===== src/rtl/freq_sweep_pkg.sv =====
// freq_sweep_pkg: shared encodings and FTW constants for the frequency sweep engine
package freq_sweep_pkg;
  localparam logic [1:0] MODE_FIXED = 2'b00;
  localparam logic [1:0] MODE_LIN   = 2'b01;
  localparam logic [1:0] MODE_LOG   = 2'b10;
  typedef enum logic [1:0] {S_IDLE, S_DWELL, S_DONE} state_t;
  localparam logic [63:0] FTW_1HZ   = 64'd153722867281;
  localparam logic [63:0] FTW_1MHZ  = 64'd153722867280912930;
  localparam logic [63:0] FTW_10MHZ = 64'd1537228672809129301;
  localparam logic [63:0] FTW_20MHZ = 64'd3074457345618258603;
  localparam logic [63:0] DEF_FTW   = FTW_1HZ;
endpackage


===== src/rtl/freq_next_calc.sv =====
// freq_next_calc: next sweep point and out-of-range flag from the current point
module freq_next_calc
  import freq_sweep_pkg::*;
#(
  parameter int FW = 64
) (
  input  logic [1:0]    mode,
  input  logic [FW-1:0] cur,
  input  logic [FW-1:0] step,
  input  logic [FW-1:0] stop,
  output logic [FW-1:0] nxt,
  output logic          ovf
);
  logic [FW:0]   lin;
  logic [FW+3:0] lg;
  // linear and x10 candidates with carry headroom; degenerate steps never advance
  always_comb begin
    lin = {1'b0, cur} + {1'b0, step};
    lg  = ({4'b0, cur} << 3) + ({4'b0, cur} << 1);
    nxt = mode == MODE_LOG ? lg[FW-1:0] : lin[FW-1:0];
    ovf = mode == MODE_LIN ? (lin[FW] || lin[FW-1:0] > stop || step == '0) :
          mode == MODE_LOG ? (lg[FW+3:FW] != '0 || lg[FW-1:0] > stop || cur == '0) :
          1'b1;
  end
endmodule


===== src/rtl/freq_sweep_sequencer.sv =====
// freq_sweep_sequencer: steps the DDS tuning word through a fixed/linear/decade sweep
module freq_sweep_sequencer #(
  parameter int FW = 64,
  parameter int DWELL_W = 32,
  parameter logic [FW-1:0] DEF_FTW = freq_sweep_pkg::DEF_FTW
) (
  input  logic               clk,
  input  logic               rst,
  input  logic [1:0]         cfg_mode,
  input  logic [FW-1:0]      cfg_start_ftw,
  input  logic [FW-1:0]      cfg_stop_ftw,
  input  logic [FW-1:0]      cfg_step_ftw,
  input  logic [DWELL_W-1:0] cfg_dwell,
  input  logic               cfg_repeat,
  input  logic               start,
  input  logic               abort,
  output logic [FW-1:0]      freq_ftw,
  output logic               freq_upd,
  output logic               busy,
  output logic               done,
  output logic               wrap
);
  import freq_sweep_pkg::*;
  state_t st_q, st_d;
  logic [DWELL_W-1:0] cnt_q, cnt_d, dwell_q, dwell_d;
  logic [FW-1:0] ftw_q, ftw_d, start_q, start_d, stop_q, stop_d, step_q, step_d, nxt;
  logic [1:0] mode_q, mode_d;
  logic rep_q, rep_d, upd_q, upd_d, busy_q, busy_d, done_q, done_d, wrap_q, wrap_d, ovf;
  logic [DWELL_W-1:0] dw;
  freq_next_calc #(.FW(FW)) u_calc (
    .mode(mode_q), .cur(ftw_q), .step(step_q), .stop(stop_q), .nxt(nxt), .ovf(ovf)
  );
  // sweep FSM: latch config on start, count dwell, advance/wrap/finish at dwell end
  always_comb begin
    dw = cfg_dwell == '0 ? DWELL_W'(1) : cfg_dwell;
    st_d = st_q;
    cnt_d = cnt_q;
    ftw_d = ftw_q;
    dwell_d = dwell_q;
    start_d = start_q;
    stop_d = stop_q;
    step_d = step_q;
    mode_d = mode_q;
    rep_d = rep_q;
    upd_d = 1'b0;
    done_d = 1'b0;
    wrap_d = 1'b0;
    busy_d = busy_q;
    case (st_q)
      S_IDLE: if (start && !abort) begin
        mode_d = cfg_mode;
        start_d = cfg_start_ftw;
        stop_d = cfg_stop_ftw;
        step_d = cfg_step_ftw;
        rep_d = cfg_repeat;
        dwell_d = dw;
        ftw_d = cfg_start_ftw;
        cnt_d = dw - DWELL_W'(1);
        upd_d = 1'b1;
        busy_d = 1'b1;
        st_d = S_DWELL;
      end
      S_DWELL: if (abort) begin
        busy_d = 1'b0;
        st_d = S_IDLE;
      end else if (cnt_q != '0) begin
        cnt_d = cnt_q - DWELL_W'(1);
      end else if (!ovf || rep_q) begin
        ftw_d = ovf ? start_q : nxt;
        wrap_d = ovf;
        upd_d = 1'b1;
        cnt_d = dwell_q - DWELL_W'(1);
      end else begin
        busy_d = 1'b0;
        done_d = 1'b1;
        st_d = S_DONE;
      end
      default: st_d = S_IDLE;
    endcase
  end
  // state and output registers, asynchronously cleared
  always_ff @(posedge clk or negedge rst) begin
    if (!rst) begin
      st_q <= S_IDLE;
      cnt_q <= '0;
      ftw_q <= DEF_FTW;
      dwell_q <= '0;
      start_q <= '0;
      stop_q <= '0;
      step_q <= '0;
      mode_q <= MODE_FIXED;
      rep_q <= 1'b0;
      upd_q <= 1'b0;
      busy_q <= 1'b0;
      done_q <= 1'b0;
      wrap_q <= 1'b0;
    end else begin
      st_q <= st_d;
      cnt_q <= cnt_d;
      ftw_q <= ftw_d;
      dwell_q <= dwell_d;
      start_q <= start_d;
      stop_q <= stop_d;
      step_q <= step_d;
      mode_q <= mode_d;
      rep_q <= rep_d;
      upd_q <= upd_d;
      busy_q <= busy_d;
      done_q <= done_d;
      wrap_q <= wrap_d;
    end
  end
  assign freq_ftw = ftw_q;
  assign freq_upd = upd_q;
  assign busy = busy_q;
  assign done = done_q;
  assign wrap = wrap_q;
endmodule


===== config.mk =====
export PLATFORM = sky130hd
export DESIGN_NAME = freq_sweep_sequencer
export DESIGN_NICKNAME = d
export VERILOG_FILES = /design/src/rtl/freq_sweep_pkg.sv /design/src/rtl/freq_next_calc.sv /design/src/rtl/freq_sweep_sequencer.sv
export SDC_FILE = /design/constraint.sdc
export NUM_CORES = 1
export LEC_CHECK = 0
export ABC_AREA = 1
export CORE_UTILIZATION = 55
export DETAILED_ROUTE_END_ITERATION = 7
export PLACE_DENSITY_LB_ADDON = 0.1
export SLEW_MARGIN = 20
export SYNTH_ARGS = -nofsm -noshare
export SYNTH_HDL_FRONTEND = slang
export SYNTH_SLANG_ARGS = --single-unit

===== constraint.sdc =====
create_clock -name clk -period 10.8 [get_ports clk]
set_input_delay 2.7 -clock clk [delete_from_list [all_inputs] [get_ports clk]]
set_output_delay 2.7 -clock clk [all_outputs]
set_load 0.05 [all_outputs]

==> impl_metrics.yaml, run 1 <==
status:
  status: "finished, final reports clean"
placement:
  place_ws_ns: 3.93
  dp_hpwl_um: 97200
  dp.cells: 5800
  placed_area_um2: 33700
  routabilityCongestion: 1.06
  port_buffers: 298
clock_network:
  htree_num_levels: 2
  clock_latency_ns: 0.59
  cts_tree: "yes"
  clkSlewWorstSetupHoldPaths_ns: 0.06
  cts_hold_buf: 0
  cts-root-buf: "clkbuf_16"
  clock_path_buffers: 3
  numCtsBuffers: 36
  clkSinkCount: 329
  cts_setup_buffers: 0
  cts_resized: 0
synth:
  yosysWarnings: 0
  synth_cell_type_count: 50
  synth_top_flop_cell: "dfrtp_1"
  synth_area_um2: 30400
  async_flop_share: 1.00
  synthCells: 4921
  synth_nets: 5408
  avgSynthCellArea_um2: 6.18
  synth_common_cells: "nand2_1, inv_1, nor2_1"
  synth_edf_count: 0
  synth-seq-cells: 329
  synth_top_cell_area_share: 0.256
  synth.most_common_cell: "nand2_1"
  yosysTopAreaCell: "dfrtp_1"
  synth_area_leaders: "dfrtp_1, nand2_1, ha_1"
  yosysSeqAreaShare: 0.272
sta:
  fin_setup_tns_ns: 0
  fin_skew_ns: 0.0319
  worst_slew_pin_slew_ns: 1.11
  fmax_mhz: 142
  hold_viol_final: 0
  maxSlewHeadroom: 0.262
  finalSetupViolations: 0
  rsz0062_at_grt: "false"
  worst_slack_ns: 3.74
  fin_crit_ns: 7.06
  drv_slew: 0
  fin_crit_sh: 0.654
setup_path:
  cp_data_arrival_time_ns: 7.52
  slowest_stage: "nand2_4"
  crit_required_ns: 11.26
  slowest_delay_ns: 0.82
  cp-end-kind: "flip-flop"
  path_depth: 27
  path_delay_family: "simple AND/OR/NAND/NOR gates"
  worst_path_most_repeated_cell: "nand2_1"
  critPathMaxFanout: 67
  path_class: "reg2reg"
  rr_worst_depth: 27
  path_buf_inv: 4
  start_kind: "flip-flop"
floorplanning:
  chipHeight_um: 237
  die_x_um: 237
  initial_core_util: 0.560
  core-area_um2: 54200
  rows: 85
  die-area_um2: 56200
  ios: 299
pwr:
  power.density_nw_per_um2: 247
  peakVddDrop_uv: 233
  power_leakage_nw: 18.4
global_route:
  grt_pass1_wl_um: 185000
  grt_start_max_net_pins: 185
  grt_pass1_vias: 32500
  track_usage: 0.431
  antenna_found_initial: 0
  overflow: 0
detailed_routing:
  vias: 34000
  drt_iter0_markers: 3973
  dr.pass1.iters: 6
  finalWirelength_um: 123000
  drc: 0
  ant_nets: 0
  via_per_inst: 5.80
  wl_per_cell_um: 20.9
worst_hold_path:
  worstHoldPathCells: 2
  min_path_type: "reg2reg"
final_layout:
  synthToLayoutAreaGrowth_pct: 15.1
  finalInstanceArea_um2: 35000
  drive_above_1_share: 0.0319
  fin_cells: 5865
  fin_util: 0.645
  antenna_cells: 0
  nets: 5629
job:
  maxCapViolCount: 0
## cell type report
class | count | area, µm²
Clock inverter | 9 | 161
Clock buffer | 56 | 1070
Tap cell | 696 | 871
Timing Repair Buffer | 317 | 3160
Multi-Input combinational cell | 3762 | 18800
Inverter | 696 | 2620
Fill cell | 4884 | 19300
Sequential cell | 329 | 8260
## worst reg2reg max path, cell delays in order (launching register included)
cell and delay (ns):
dfstp_2 0.60, ha_1 0.25, nand2_1 0.12, nor2_1 0.27, nand2_1 0.11, o21ai_0 0.52
nand2_1 0.11, nand2_1 0.23, xor2_1 0.27, inv_1 0.08, ha_1 0.30, nand4_1 0.09
inv_1 0.08, nand2_1 0.09, nor4_1 0.59, nand2_1 0.12, nand2_1 0.11, nand2_1 0.05
nand2_1 0.06, nand2_1 0.08, nand2_4 0.82, nand3_2 0.26, nand2_2 0.10, buf_4 0.64
nand2_2 0.16, buf_4 0.42, nand2_1 0.32, nand2_1 0.07
## cells in the final DEF, fill, tap and decap left out, drive strengths merged, types with 9 or more instances in the layout
cell and instances:
xor2 64, ha 254, clkbuf 56, nor2 430, nand2 1795, buf 20
nand3b 9, nor4 27, o21ai 319, nand4 43, or2 9, inv 695
a21oi 252, dfstp 18, xnor2 12, nand3 393, nor3 37, dfrtp 311
mux2i 13, o21bai 24, clkdlybuf4s50 297, o21a 13, and2 35, a21o 13
## final timing paths
kind,start,to,slack (ns)
setup reg to reg,freq_ftw[9]$_DFFE_PN1P_,freq_ftw[59]$_DFFE_PN0P_,3.74
min in group asynchronous,rst,freq_ftw[21]$_DFFE_PN0P_,2.08
setup / recovery,freq_ftw[9]$_DFFE_PN1P_,freq_ftw[59]$_DFFE_PN0P_,3.74
max in group asynchronous,rst,cnt_q[20]$_DFFE_PN0P_,6.68
hold reg to reg,cnt_q[28]$_DFFE_PN0P_,cnt_q[28]$_DFFE_PN0P_,0.48
hold / removal,cnt_q[28]$_DFFE_PN0P_,cnt_q[28]$_DFFE_PN0P_,0.48
## sequential cells by signal, indices dropped and copies added, names as in the netlist
signal    flops
st_q          2
busy          1
freq_upd      1
dwell_q      32
mode_q        2
start_q      64
done          1
cnt_q        32
wrap          1
step_q       64
rep_q         1
freq_ftw     64
stop_q       64
## power by group
| group | total, mW | internal (mW) | switching, mW |
|---|---|---|---|
| clock network | 1.31 | 0.758 | 0.556 |
| registers | 1.83 | 1.51 | 0.324 |
| logic | 5.49 | 1.75 | 3.74 |
## logic make-up after synthesis
logic type,Yosys count,share of synthesized area
flops,329,0.272
mux,13,0.00428
simple gates,2785,0.378
compound gates,632,0.109
xor+xnor,76,0.0219
fa+ha+maj,256,0.106
buf+inv,830,0.109
## per-layer routing
metal	up-vias	track usage	wire length (µm)
li1	16000	-	-
met1	15700	0.567	49800
met2	1909	0.681	54100
met3	347	0.0864	12700
met4	0	0.199	6190
met5	-	0	0
## metrics by stage
stage	total power [mW]	hold slack [ns]
2_1_floorplan	5.31	0.448
3_3_place_gp	7.03	0.462
3_5_place_dp	7.12	0.466
4_1_cts	8.46	0.482
5_1_grt	9.20	0.503
6_report	8.64	0.480
(Power assumes the default switching activity.)
==> run 2: changes to the inputs <==
CORE_UTILIZATION = 54   (was 55)
clock period = 6.3 ns   (was 10.8 ns; I/O delays follow)
==> impl_metrics.yaml, run 2 (same netlist as run 1, synthesis figures left out) <==
floorplanning:
  die_x_um: 239
  rows: 86
  chipHeight_um: 239
  core-area_um2: 55300
  ios: 299
  initial_core_util: 0.549
  die-area_um2: 57200
clock_network:
  cts_setup_buffers: 0
  htree_num_levels: 2
  clock_path_buffers: 3
  clkSlewWorstSetupHoldPaths_ns: 0.06
  cts_tree: "yes"
  clock_latency_ns: 0.59
  numCtsBuffers: 37
  cts-root-buf: "clkbuf_16"
  clkSinkCount: 329
global_route:
  grt_pass1_vias: 31900
  grt_start_max_net_pins: 198
  track_usage: 0.411
  grt_pass1_wl_um: 180000
  overflow: 0
  antenna_found_initial: 0
setup_path:
  regToRegStartpoint: "freq_ftw[6]$_DFFE_PN1P_"
  slowest_stage: "dfstp_2"
  crit_required_ns: 6.76
  cp-end-kind: "flip-flop"
  path_class: "reg2reg"
  startpoint: "freq_ftw[6]$_DFFE_PN1P_"
  worst_path_most_repeated_cell: "nand2_1"
  start_kind: "flip-flop"
  path_delay_family: "simple AND/OR/NAND/NOR gates"
  cp_data_arrival_time_ns: 6.37
  slowest_delay_ns: 0.64
  r2r_slack_ns: 0.39
  critPathMaxFanout: 24
  path_buf_inv: 2
detailed_routing:
  drc: 0
  ant_nets: 0
  dr.pass1.iters: 6
  via_per_inst: 5.62
  wl_per_cell_um: 19.9
  finalWirelength_um: 118000
  drt_iter0_markers: 3380
  vias: 33400
pwr:
  power_leakage_nw: 18.5
  swShare: 0.526
  power_frac_clock: 0.162
  power.density_nw_per_um2: 421
  seqPwrFrac: 0.213
  peakVddDrop_uv: 305
  p_sw_mw: 7.81
  combPwrFrac: 0.626
  p_int_mw: 7.04
final_layout:
  final_cell_mix: "nand2_1, inv_1, nor2_1"
  nets: 5643
  drive_above_1_share: 0.0357
  antenna_cells: 0
  layout_commonest_cell: "nand2_1"
  synthToLayoutAreaGrowth_pct: 16.2
sta:
  fin_skew_ns: 0.0155
  fin_crit_sh: 0.938
  maxSlewHeadroom: 0.243
  hold_viol_final: 0
  finalSetupViolations: 0
  fin_setup_tns_ns: 0
  worst_slew_pin_slew_ns: 1.13
  fin_hold_ws_ns: 0.478
  fmax_mhz: 169
  drv_slew: 0
  worst_slack_ns: 0.393
  fin_crit_ns: 5.91
  rsz0062_at_grt: "false"
worst_hold_path:
  min_path_type: "reg2reg"
  min_from: "cnt_q[28]$_DFFE_PN0P_"
placement:
  place_ws_ns: 0.358
  dp_hpwl_um: 94100
  routabilityCongestion: 1.06
  port_buffers: 298
job:
  maxCapViolCount: 0
status:
  status: "finished, final reports clean"
## run 2: changes by cell type in the layout (fill, tap and decap cells not counted), sizes merged
cell,delta
buf,+13
clkbuf,-5
clkinv,+4
bufinv,+3
clkinvlp,-1
inv,+1
## run 2: cell type report
type                       count  area, µm²
multi-input combinational   3762      18800
clock inverter                16        288
clock buffer                  51       1050
inverter                     696       2620
tap                          748        936
sequential                   329       8260
timing repair buffer         330       3320
fill                        5321      20000
## run 2: timing repair
| item | CTS | global route |
|---|---|---|
| hold buffers | 0 | 0 |
| resized for setup | 0 | 1 |
| endpoints found under the setup margin | 0 | 64 |
| endpoints found under the hold margin | 0 | 0 |
## run 2: routing by layer
metal | part of all wire | GRT usage | vias up
li1 | - | - | 16100
met1 | 0.41 | 0.544 | 15400
met2 | 0.45 | 0.662 | 1606
met4 | 0.043 | 0.171 | 0
met3 | 0.098 | 0.0723 | 258
met5 | 0 | 0 | -
## run 2: power by group through the flow
| stage | combinational [mW] | sequential, mW | clock [mW] |
|---|---|---|---|
| finish | 9.29 | 3.16 | 2.40 |
| global route | 10.2 | 3.18 | 2.50 |
| CTS | 9.05 | 3.13 | 2.42 |
| detailed placement | 8.98 | 3.16 | 0 |
| global placement | 8.85 | 3.15 | 0 |
| floorplan | 5.79 | 3.31 | 0 |
## run 2: stage by stage
step / std cells / area (µm²) / util / total power, mW
detailed placement: 5865 / 34000 / 0.614 / 12.1
CTS: 5932 / 35300 / 0.638 / 14.6
floorplan: 4921 / 30400 / - / 9.10
finish: 5932 / 35300 / 0.638 / 14.8
global route: 5932 / 35300 / 0.638 / 15.9
global placement: 5865 / 34000 / 0.614 / 12.0
## run 2: path summary, 6_finish.rpt
kind	endpoint	cells after the start
max	freq_ftw[43]$_DFFE_PN0P_	27
min	cnt_q[28]$_DFFE_PN0P_	2
max reg2reg	freq_ftw[43]$_DFFE_PN0P_	27
min reg2reg	cnt_q[28]$_DFFE_PN0P_	2
max in group asynchronous	freq_ftw[0]$_DFFE_PN1P_	2
min in group asynchronous	stop_q[29]$_DFFE_PN0P_	1
## run 2: worst register-to-register path, delay by kind of cell, from the launching register on
kind,cells,cell delay [ns]
and+or+nand+nor,20,3.09
adders and majority gates,2,0.59
AOI/OAI and AO/OA,3,1.08
buffers and inverters,2,0.40
DFF,1,0.64
